==> src/rtl/slow_tick_pkg.sv <==
// Shared BCD types and constants for the slow-tick counter.
package slow_tick_pkg;

    localparam int unsigned BCD_W = 4;
    localparam logic [BCD_W-1:0] BCD_MAX = 4'd9;

    typedef logic [BCD_W-1:0] bcd_digit_t;

    // Out-of-range BCD codes (A..F) collapse to zero.
    function automatic bcd_digit_t bcd_sanitize(input bcd_digit_t d);
        return (d > BCD_MAX) ? bcd_digit_t'(0) : d;
    endfunction

endpackage

==> src/rtl/bcd_digit.sv <==
// One BCD digit with load, up/down step and a wrap-pending indication.
module bcd_digit
    import slow_tick_pkg::*;
(
    input  logic             clk,
    input  logic             reset,
    input  logic             step,
    input  logic             up_down,
    input  logic             load,
    input  logic [BCD_W-1:0] load_digit,
    output logic [BCD_W-1:0] digit,
    output logic             carry_out
);

    bcd_digit_t digit_nxt;

    // Digit would wrap on the next step in the current direction.
    assign carry_out = up_down ? (digit == BCD_MAX) : (digit == bcd_digit_t'(0));

    // Next digit value: load beats step beats hold.
    always_comb begin
        digit_nxt = digit;
        if (load) begin
            digit_nxt = bcd_sanitize(load_digit);
        end else if (step) begin
            if (up_down) begin
                digit_nxt = carry_out ? bcd_digit_t'(0) : digit + bcd_digit_t'(1);
            end else begin
                digit_nxt = carry_out ? BCD_MAX : digit - bcd_digit_t'(1);
            end
        end
    end

    // Digit register.
    always_ff @(posedge clk or negedge reset) begin
        if (!reset) begin
            digit <= '0;
        end else begin
            digit <= digit_nxt;
        end
    end

endmodule

==> src/rtl/slow_tick_bcd_counter.sv <==
// Samples the divided slow clock as data, detects rising edges and steps a
// multi-digit BCD up/down counter once per edge.
module slow_tick_bcd_counter
    import slow_tick_pkg::*;
#(
    parameter int unsigned DIGITS      = 4,
    parameter int unsigned SYNC_STAGES = 2
) (
    input  logic                  clk,
    input  logic                  reset,
    input  logic                  slow_clk_in,
    input  logic                  enable,
    input  logic                  up_down,
    input  logic                  load,
    input  logic [4*DIGITS-1:0]   load_value,
    output logic [4*DIGITS-1:0]   count,
    output logic                  tick,
    output logic                  carry
);

    localparam int unsigned CNT_W = BCD_W * DIGITS;

    logic [SYNC_STAGES-1:0] sync_q;
    logic [SYNC_STAGES-1:0] fill_q;
    logic                   sampled;
    logic                   sample_valid;
    logic                   prev_q;
    logic                   armed_q;
    logic                   rise_q;
    logic                   step;
    logic                   step_acc;
    logic                   wrap;
    logic [DIGITS-1:0]      step_vec;
    logic [DIGITS-1:0]      carry_vec;
    logic [CNT_W-1:0]       count_int;

    assign sampled      = sync_q[SYNC_STAGES-1];
    // The sampled level is meaningless until the chain has filled with real input.
    assign sample_valid = fill_q[SYNC_STAGES-1];

    // Synchroniser plus a fill marker that tracks when the sampled level is genuine.
    always_ff @(posedge clk or negedge reset) begin
        if (!reset) begin
            sync_q <= '0;
            fill_q <= '0;
        end else begin
            sync_q <= {sync_q[SYNC_STAGES-2:0], slow_clk_in};
            fill_q <= {fill_q[SYNC_STAGES-2:0], 1'b1};
        end
    end

    // Edge history, arming on first genuine low level, registered rise.
    always_ff @(posedge clk or negedge reset) begin
        if (!reset) begin
            prev_q  <= 1'b0;
            armed_q <= 1'b0;
            rise_q  <= 1'b0;
        end else begin
            prev_q  <= sampled;
            armed_q <= armed_q | (sample_valid & ~sampled);
            rise_q  <= armed_q & sampled & ~prev_q;
        end
    end

    // A load on the stepping cycle swallows the step.
    assign step = rise_q & enable & ~load;

    // Ripple step enables: digit i steps only when all lower digits wrap.
    always_comb begin
        step_vec = '0;
        step_acc = step;
        for (int i = 0; i < int'(DIGITS); i++) begin
            step_vec[i] = step_acc;
            step_acc    = step_acc & carry_vec[i];
        end
        wrap = step_acc;
    end

    genvar g;
    generate
        for (g = 0; g < int'(DIGITS); g++) begin : g_digit
            bcd_digit u_digit (
                .clk        (clk),
                .reset      (reset),
                .step       (step_vec[g]),
                .up_down    (up_down),
                .load       (load),
                .load_digit (load_value[g*BCD_W +: BCD_W]),
                .digit      (count_int[g*BCD_W +: BCD_W]),
                .carry_out  (carry_vec[g])
            );
        end
    endgenerate

    assign count = count_int;

    // One-cycle tick per detected edge and carry on a full-width wrap.
    always_ff @(posedge clk or negedge reset) begin
        if (!reset) begin
            tick  <= 1'b0;
            carry <= 1'b0;
        end else begin
            tick  <= rise_q;
            carry <= wrap;
        end
    end

endmodule

==> config.mk <==
export PLATFORM = sky130hd
export DESIGN_NAME = slow_tick_bcd_counter
export DESIGN_NICKNAME = d
export VERILOG_FILES = /design/src/rtl/slow_tick_pkg.sv /design/src/rtl/bcd_digit.sv /design/src/rtl/slow_tick_bcd_counter.sv
export SDC_FILE = /design/constraint.sdc
export NUM_CORES = 1
export LEC_CHECK = 0
export CORE_MARGIN = 5
export CORE_UTILIZATION = 45
export CTS_CLUSTER_DIAMETER = 40
export DETAILED_ROUTE_END_ITERATION = 8
export MAX_ROUTING_LAYER = met4
export PLACE_DENSITY = 0.76
export SLEW_MARGIN = 20
export SYNTH_ARGS = -nofsm -noshare
export SYNTH_HDL_FRONTEND = slang
export SYNTH_SLANG_ARGS = --single-unit
==> constraint.sdc <==
create_clock -name clk -period 2.45 [get_ports clk]
set_clock_uncertainty 0.2 [all_clocks]
set_input_delay 0.3675 -clock clk [delete_from_list [all_inputs] [get_ports clk]]
set_output_delay 0.3675 -clock clk [all_outputs]
set_load 0.005 [all_outputs]
# Yosys cells after proc, flatten, opt, wreduce, memory -nomap -nowiden
# Cells that the tools add are included.
# Widths: inputs -> output; s select.
[word_totals]
input_bits = 22
ff_bits = 25
word_cells = 76
output_inout_bits = 18
[classes]
bitwise = 13
n_reduce_logical = 8
mux = 28
order_cmp = 4
eq_ne = 4
n_addsub = 8
[ops]
columns = ["cell", "n"]
rows = [
  ["$mux 4", 24],
  ["$add 4x1->4 const B", 4],
  ["$eq 4x4->1 const B", 4],
  ["$gt 4x4->1 const B", 4],
  ["$logic_not 4->1", 4],
  ["$sub 4x1->4 const B", 4],
  ["$and 1x1->1", 9],
  ["$reduce_bool 2->1", 4],
  ["$mux 1", 4],
  ["$not 1->1", 3],
  ["$or 1x1->1", 1],
]

# Depth between registers and ports, before layout
[logic_depth]
ltp_word = 7
ltp_mapped = 7
mapped_depth_nobuf = 7

# Cells and area by module
# From an unflattened synthesis, not the netlist that was laid out.
[hier_totals]
hier_cells = 231
hier_area_um2 = 2011.9
[modules_own_cells]
columns = ["mod", "instances", "area_each_um2", "cells_per_inst", "seq_area_each_um2"]
rows = [
  ["bcd_digit at g_digit[0].u_digit ...", 3, 429.2, 53, 100.1],
  ["bcd_digit at g_digit[3].u_digit", 1, 434.2, 52, 100.1],
  ["slow_tick_bcd_counter", 1, 290.3, 20, 225.2],
]

# Least setup slack after synthesis
# OpenSTA, ideal clock, no wires.
[synth_timing]
path_kind = "register to register"
start = "reg g_digit[0].u_digit.digit[0]"
end = "reg g_digit[1].u_digit.digit[1]"
arrival_time_ps = 1916
path_slack_ps = 204
t_required_ps = 2120
stages_incl_launch_ff = 8
setup_ps = 130
path_buffers = 0
period_less_slack_ps = 2246
path_cell_list = "dfrtp_1 > inv_1 > ha_1 > or3b_4 > a211oi_4 > nor2_1 > a311oi_1 > a21oi_1"
[synth_via]
elab_chain_len = 4
word_cells_on_any_way = 5
cone_classes = "eq/ne (1); mux (1); bitwise (1); reduce/logical (2)"
[synth_rtl]
columns = ["item", "line_no", "source"]
rows = [
  ["start, declared", "bcd_digit.sv:11", "output logic [BCD_W-1:0] digit,"],
  ["start signal, assigned", "bcd_digit.sv:39", "digit <= digit_nxt;"],
  ["$eq 4x4->1 or $logic_not 4->1 (tied branches)", "bcd_digit.sv:18", "assign carry_out = up_down ? (digit == BCD_MAX) : (digit == bcd_digit_t'(0));"],
  ["$mux 1 *", "bcd_digit.sv:18", ""],
  ["$and 1x1->1 *", "slow_tick_bcd_counter.sv:74", "step_acc = step_acc & carry_vec[i];"],
  ["$reduce_bool 2->1 (no line) *", "n/a", ""],
  ["end signal, assigned", "bcd_digit.sv:39", ""],
  ["end, declared", "bcd_digit.sv:11", ""],
]
# Mark *: on every way between the ends. The rest lies on a longest branch, timed or not.
# A chain may end at the register's enable or synchronous reset.

# Worst setup path in the final report
[layout_timing]
start = "reg g_digit[1].u_digit.digit[1]"
end = "reg g_digit[2].u_digit.digit[2]"
[layout_via]
elab_chain_len = 4
word_cells_on_any_way = 5
cone_classes = "eq/ne (1); mux (1); bitwise (1); reduce/logical (2)"
[layout_rtl]
columns = ["item", "line_no"]
rows = [
  ["$eq 4x4->1 or $logic_not 4->1 (tied branches)", "bcd_digit.sv:18"],
  ["$mux 1 *", "bcd_digit.sv:18"],
  ["$and 1x1->1 *", "slow_tick_bcd_counter.sv:74"],
  ["$reduce_bool 2->1 (no line) *", "n/a"],
  ["end signal, assigned", "bcd_digit.sv:39"],
  ["end, declared", "bcd_digit.sv:11"],
]
# Marked as above.

==> flow_summary.yaml <==
floorplan:
  pin_count: 40
  die_area_um2: 5420
  dieHeight_um: 73.6
  die_w_um: 73.6
  start_util_pct: 45.8
  std_cell_rows: 23
  core_area_um2: 3970
power_and_ir_drop:
  ir_drop_mv: 0.218
  clkPwrFrac_pct: 21.0
  p_int_w: 0.000799
  leakage_nw: 0.981
  seqPwrFrac_pct: 42.4
  switching_share_pct: 34.4
  combPwrFrac_pct: 36.5
  power.density_nw_per_um2: 507
  power_w: 0.00122
  p_sw_w: 0.000418
cts:
  htree_levels: 1
  cts_root_buf: "clkbuf_8"
  clk_latency_ns: 0.27
  postCtsHoldBufs: 0
  cts-buffers-inserted: 3
  post_cts_buffers: 0
  clk_transition_reported_paths_ns: 0.09
  cts_max_path_buffers: 2
  cts.sinks: 25
  cts_tree: "done"
hold_path:
  min_path_type: "reg -> reg"
placed_design:
  portBuffers: 39
  hpwl_um: 3340
  dp_cells: 301
  gp_congestion: 0.867
finish:
  antenna_cells: 0
  final_core_util_pct: 60.4
  syn_to_final_growth_pct: 31.8
  layout-drive-gt1-share_pct: 11.8
  final_nets: 290
  stdcell_count: 305
synthesis:
  yosysWarningCount: 0
  ys_ff_latch: 25
  synth_area_leaders: "dfrtp_1, ha_1, a21oi_1"
  synth_area_um2: 1820
  synth_async_sr_flop_share_pct: 100
  synth.distinct_cells: 45
  synth_top_area_share_pct: 34.4
  avgSynthCellArea_um2: 8.75
  syn_inst: 208
  ys_seq_area_share_pct: 34.4
  syn_nets: 242
  synth_edf_count: 0
  synth_ff_type: "dfrtp_1"
  yosysTopAreaCell: "dfrtp_1"
global_routing:
  grt_pass1_vias: 1615
  antenna_found_initial: 0
  grt_max_degree: 26
  track_usage_pct: 17.1
  grt_first_pass_wirelength_um: 7230
  overflow: 0
timing:
  min_period_over_period_pct: 94.7
  setup_viol: 0
  fmax_mhz: 431
  hold_violations: 0
  fin_crit_ns: 2.32
  fin_setup_tns_ns: 0
  slew_violations: 0
  rsz0062_at_grt: "false"
drt:
  drtPass1Iterations: 4
  drcViolationCount: 0
  drtIter0Drc: 93
  wl_per_cell_um: 14.5
  ant_nets: 0
  drt-vias-per-instance: 5.70
  wl_um: 4420
  dr_total_vias: 1738
critical_path:
  cp-end-kind: "register"
  start_kind: "register"
  worstPathRequired_ns: 2.39
  arrival_ns: 2.26
  crit_type: "reg -> reg"
  crit_fanout: 8
run:
  drv_cap: 0
run_status:
  outcome: "finished, final reports clean"
## repair_timing
| item | 4_1_cts | 5_1_grt |
|---|---|---|
| endpoints found under the hold margin | 0 | 0 |
| gates resized for setup | 0 | 3 |
| setup endpoints to repair | 0 | 4 |
## final cells by class
type | count | area (um2)
clock buffers | 3 | 41.3
well taps | 50 | 62.6
fillers | 375 | 1570
repair buffers | 54 | 503
flip-flops and latches | 25 | 626
inverters | 17 | 63.8
clock inverters | 1 | 7.51
multi-input cells | 155 | 1090
## metal layers
layer,GRT usage (%),share of wire (%),vias to the layer above
li1,-,-,854
met1,22.0,45,838
met2,28.8,50,40
met3,0.821,3.8,6
met4,5.23,1.3,0
met5,-,0,-
## critical path, cell delays in order, from the launching register on
cell	delay [ns]
dfrtp_1	0.43
inv_1	0.13
ha_1	0.20
or3b_2	0.48
a21oi_4	0.25
a21oi_2	0.15
a221oi_1	0.26
a21oi_1	0.09
## metrics by stage
stage                     area, um2  worst slack (ns)  hold slack (ns)
final                          2400             0.131            0.160
after global routing           2400            0.0361            0.164
after CTS                      2380            0.0988            0.163
after detailed placement       2330           -0.0682            0.140
after global placement         2330           0.00889            0.134
after floorplan                1820             0.204           -0.128
## cells in the mapped netlist, drive strengths merged, types with 2 or more instances
cell,n
nand2b,5
or3b,3
o21ai,19
dfrtp,25
mux2i,4
a221oi,3
nor3,10
a31oi,9
a21oi,19
nor2,7
nand4,3
ha,12
o211ai,3
nor3b,4
o31ai,3
nand3b,2
nand3,12
nand2,10
a211oi,4
buf,6
clkbuf,5
nor4,2
inv,17
a311oi,3
xnor2,4
xor2,5
## sequential cells by signal, summed over array words and instances (netlist names)
register,count
carry,1
sync_q,2
fill_q,2
g_digit.u_digit.digit,16
armed_q,1
rise_q,1
tick,1
prev_q,1
## final timing paths
| check | from | end | slack [ns] | depth (start not counted) |
|---|---|---|---|---|
| setup / recovery | g_digit[1].u_digit.digit[1]$_DFFE_PN0P_ | g_digit[2].u_digit.digit[2]$_DFFE_PN0P_ | 0.13 | 7 |
| hold / removal | fill_q[0]$_DFF_PN0_ | fill_q[1]$_DFF_PN0_ | 0.16 | 0 |
| setup reg to reg | g_digit[1].u_digit.digit[1]$_DFFE_PN0P_ | g_digit[2].u_digit.digit[2]$_DFFE_PN0P_ | 0.13 | 7 |
| hold reg to reg | fill_q[0]$_DFF_PN0_ | fill_q[1]$_DFF_PN0_ | 0.16 | 0 |
| max in group asynchronous | reset | g_digit[1].u_digit.digit[2]$_DFFE_PN0P_ | 1.55 | 2 |
| min in group asynchronous | reset | tick$_DFF_PN0_ | 0.25 | 2 |
## cell usage in the layout, fill, tap and decap left out, types with 2 or more instances in the layout
master and instances:
nand3_1 11, o21ai_1 3, a31oi_1 8, nand4_1 3, nor4_1 2, nor3_1 10
nor2_1 7, o211ai_1 3, clkdlybuf4s50_1 39, a21oi_1 17, a211oi_4 2, buf_4 15
mux2i_1 4, a211oi_1 2, ha_1 12, clkbuf_8 3, inv_1 16, nor3b_1 4
a311oi_1 3, xnor2_1 4, a221oi_1 3, nand2_1 10, nand2b_1 5, o21ai_0 16
dfrtp_1 25, or3b_2 2, o31ai_1 3, xor2_1 5
## logic make-up after synthesis
family,count (synthesis),synth area share (%)
AOI/OAI and AO/OA,68,24.7
buffers and inverters,28,6.32
other,1,0.206
xor gates and xnor gates,9,4.33
muxes,4,2.20
DFF,25,34.4
adders and majority gates,12,8.25
and+or+nand+nor,61,19.7
## power groups by stage
stage | registers (W) | logic (W) | clock network, W
after CTS | 0.000512 | 0.000443 | 0.000266
after floorplan | 0.000507 | 0.000253 | 0
after global placement | 0.000520 | 0.000434 | 0
after global routing | 0.000523 | 0.000490 | 0.000279
final | 0.000516 | 0.000445 | 0.000256
after detailed placement | 0.000521 | 0.000440 | 0
Power figures use the tool's default switching activity.
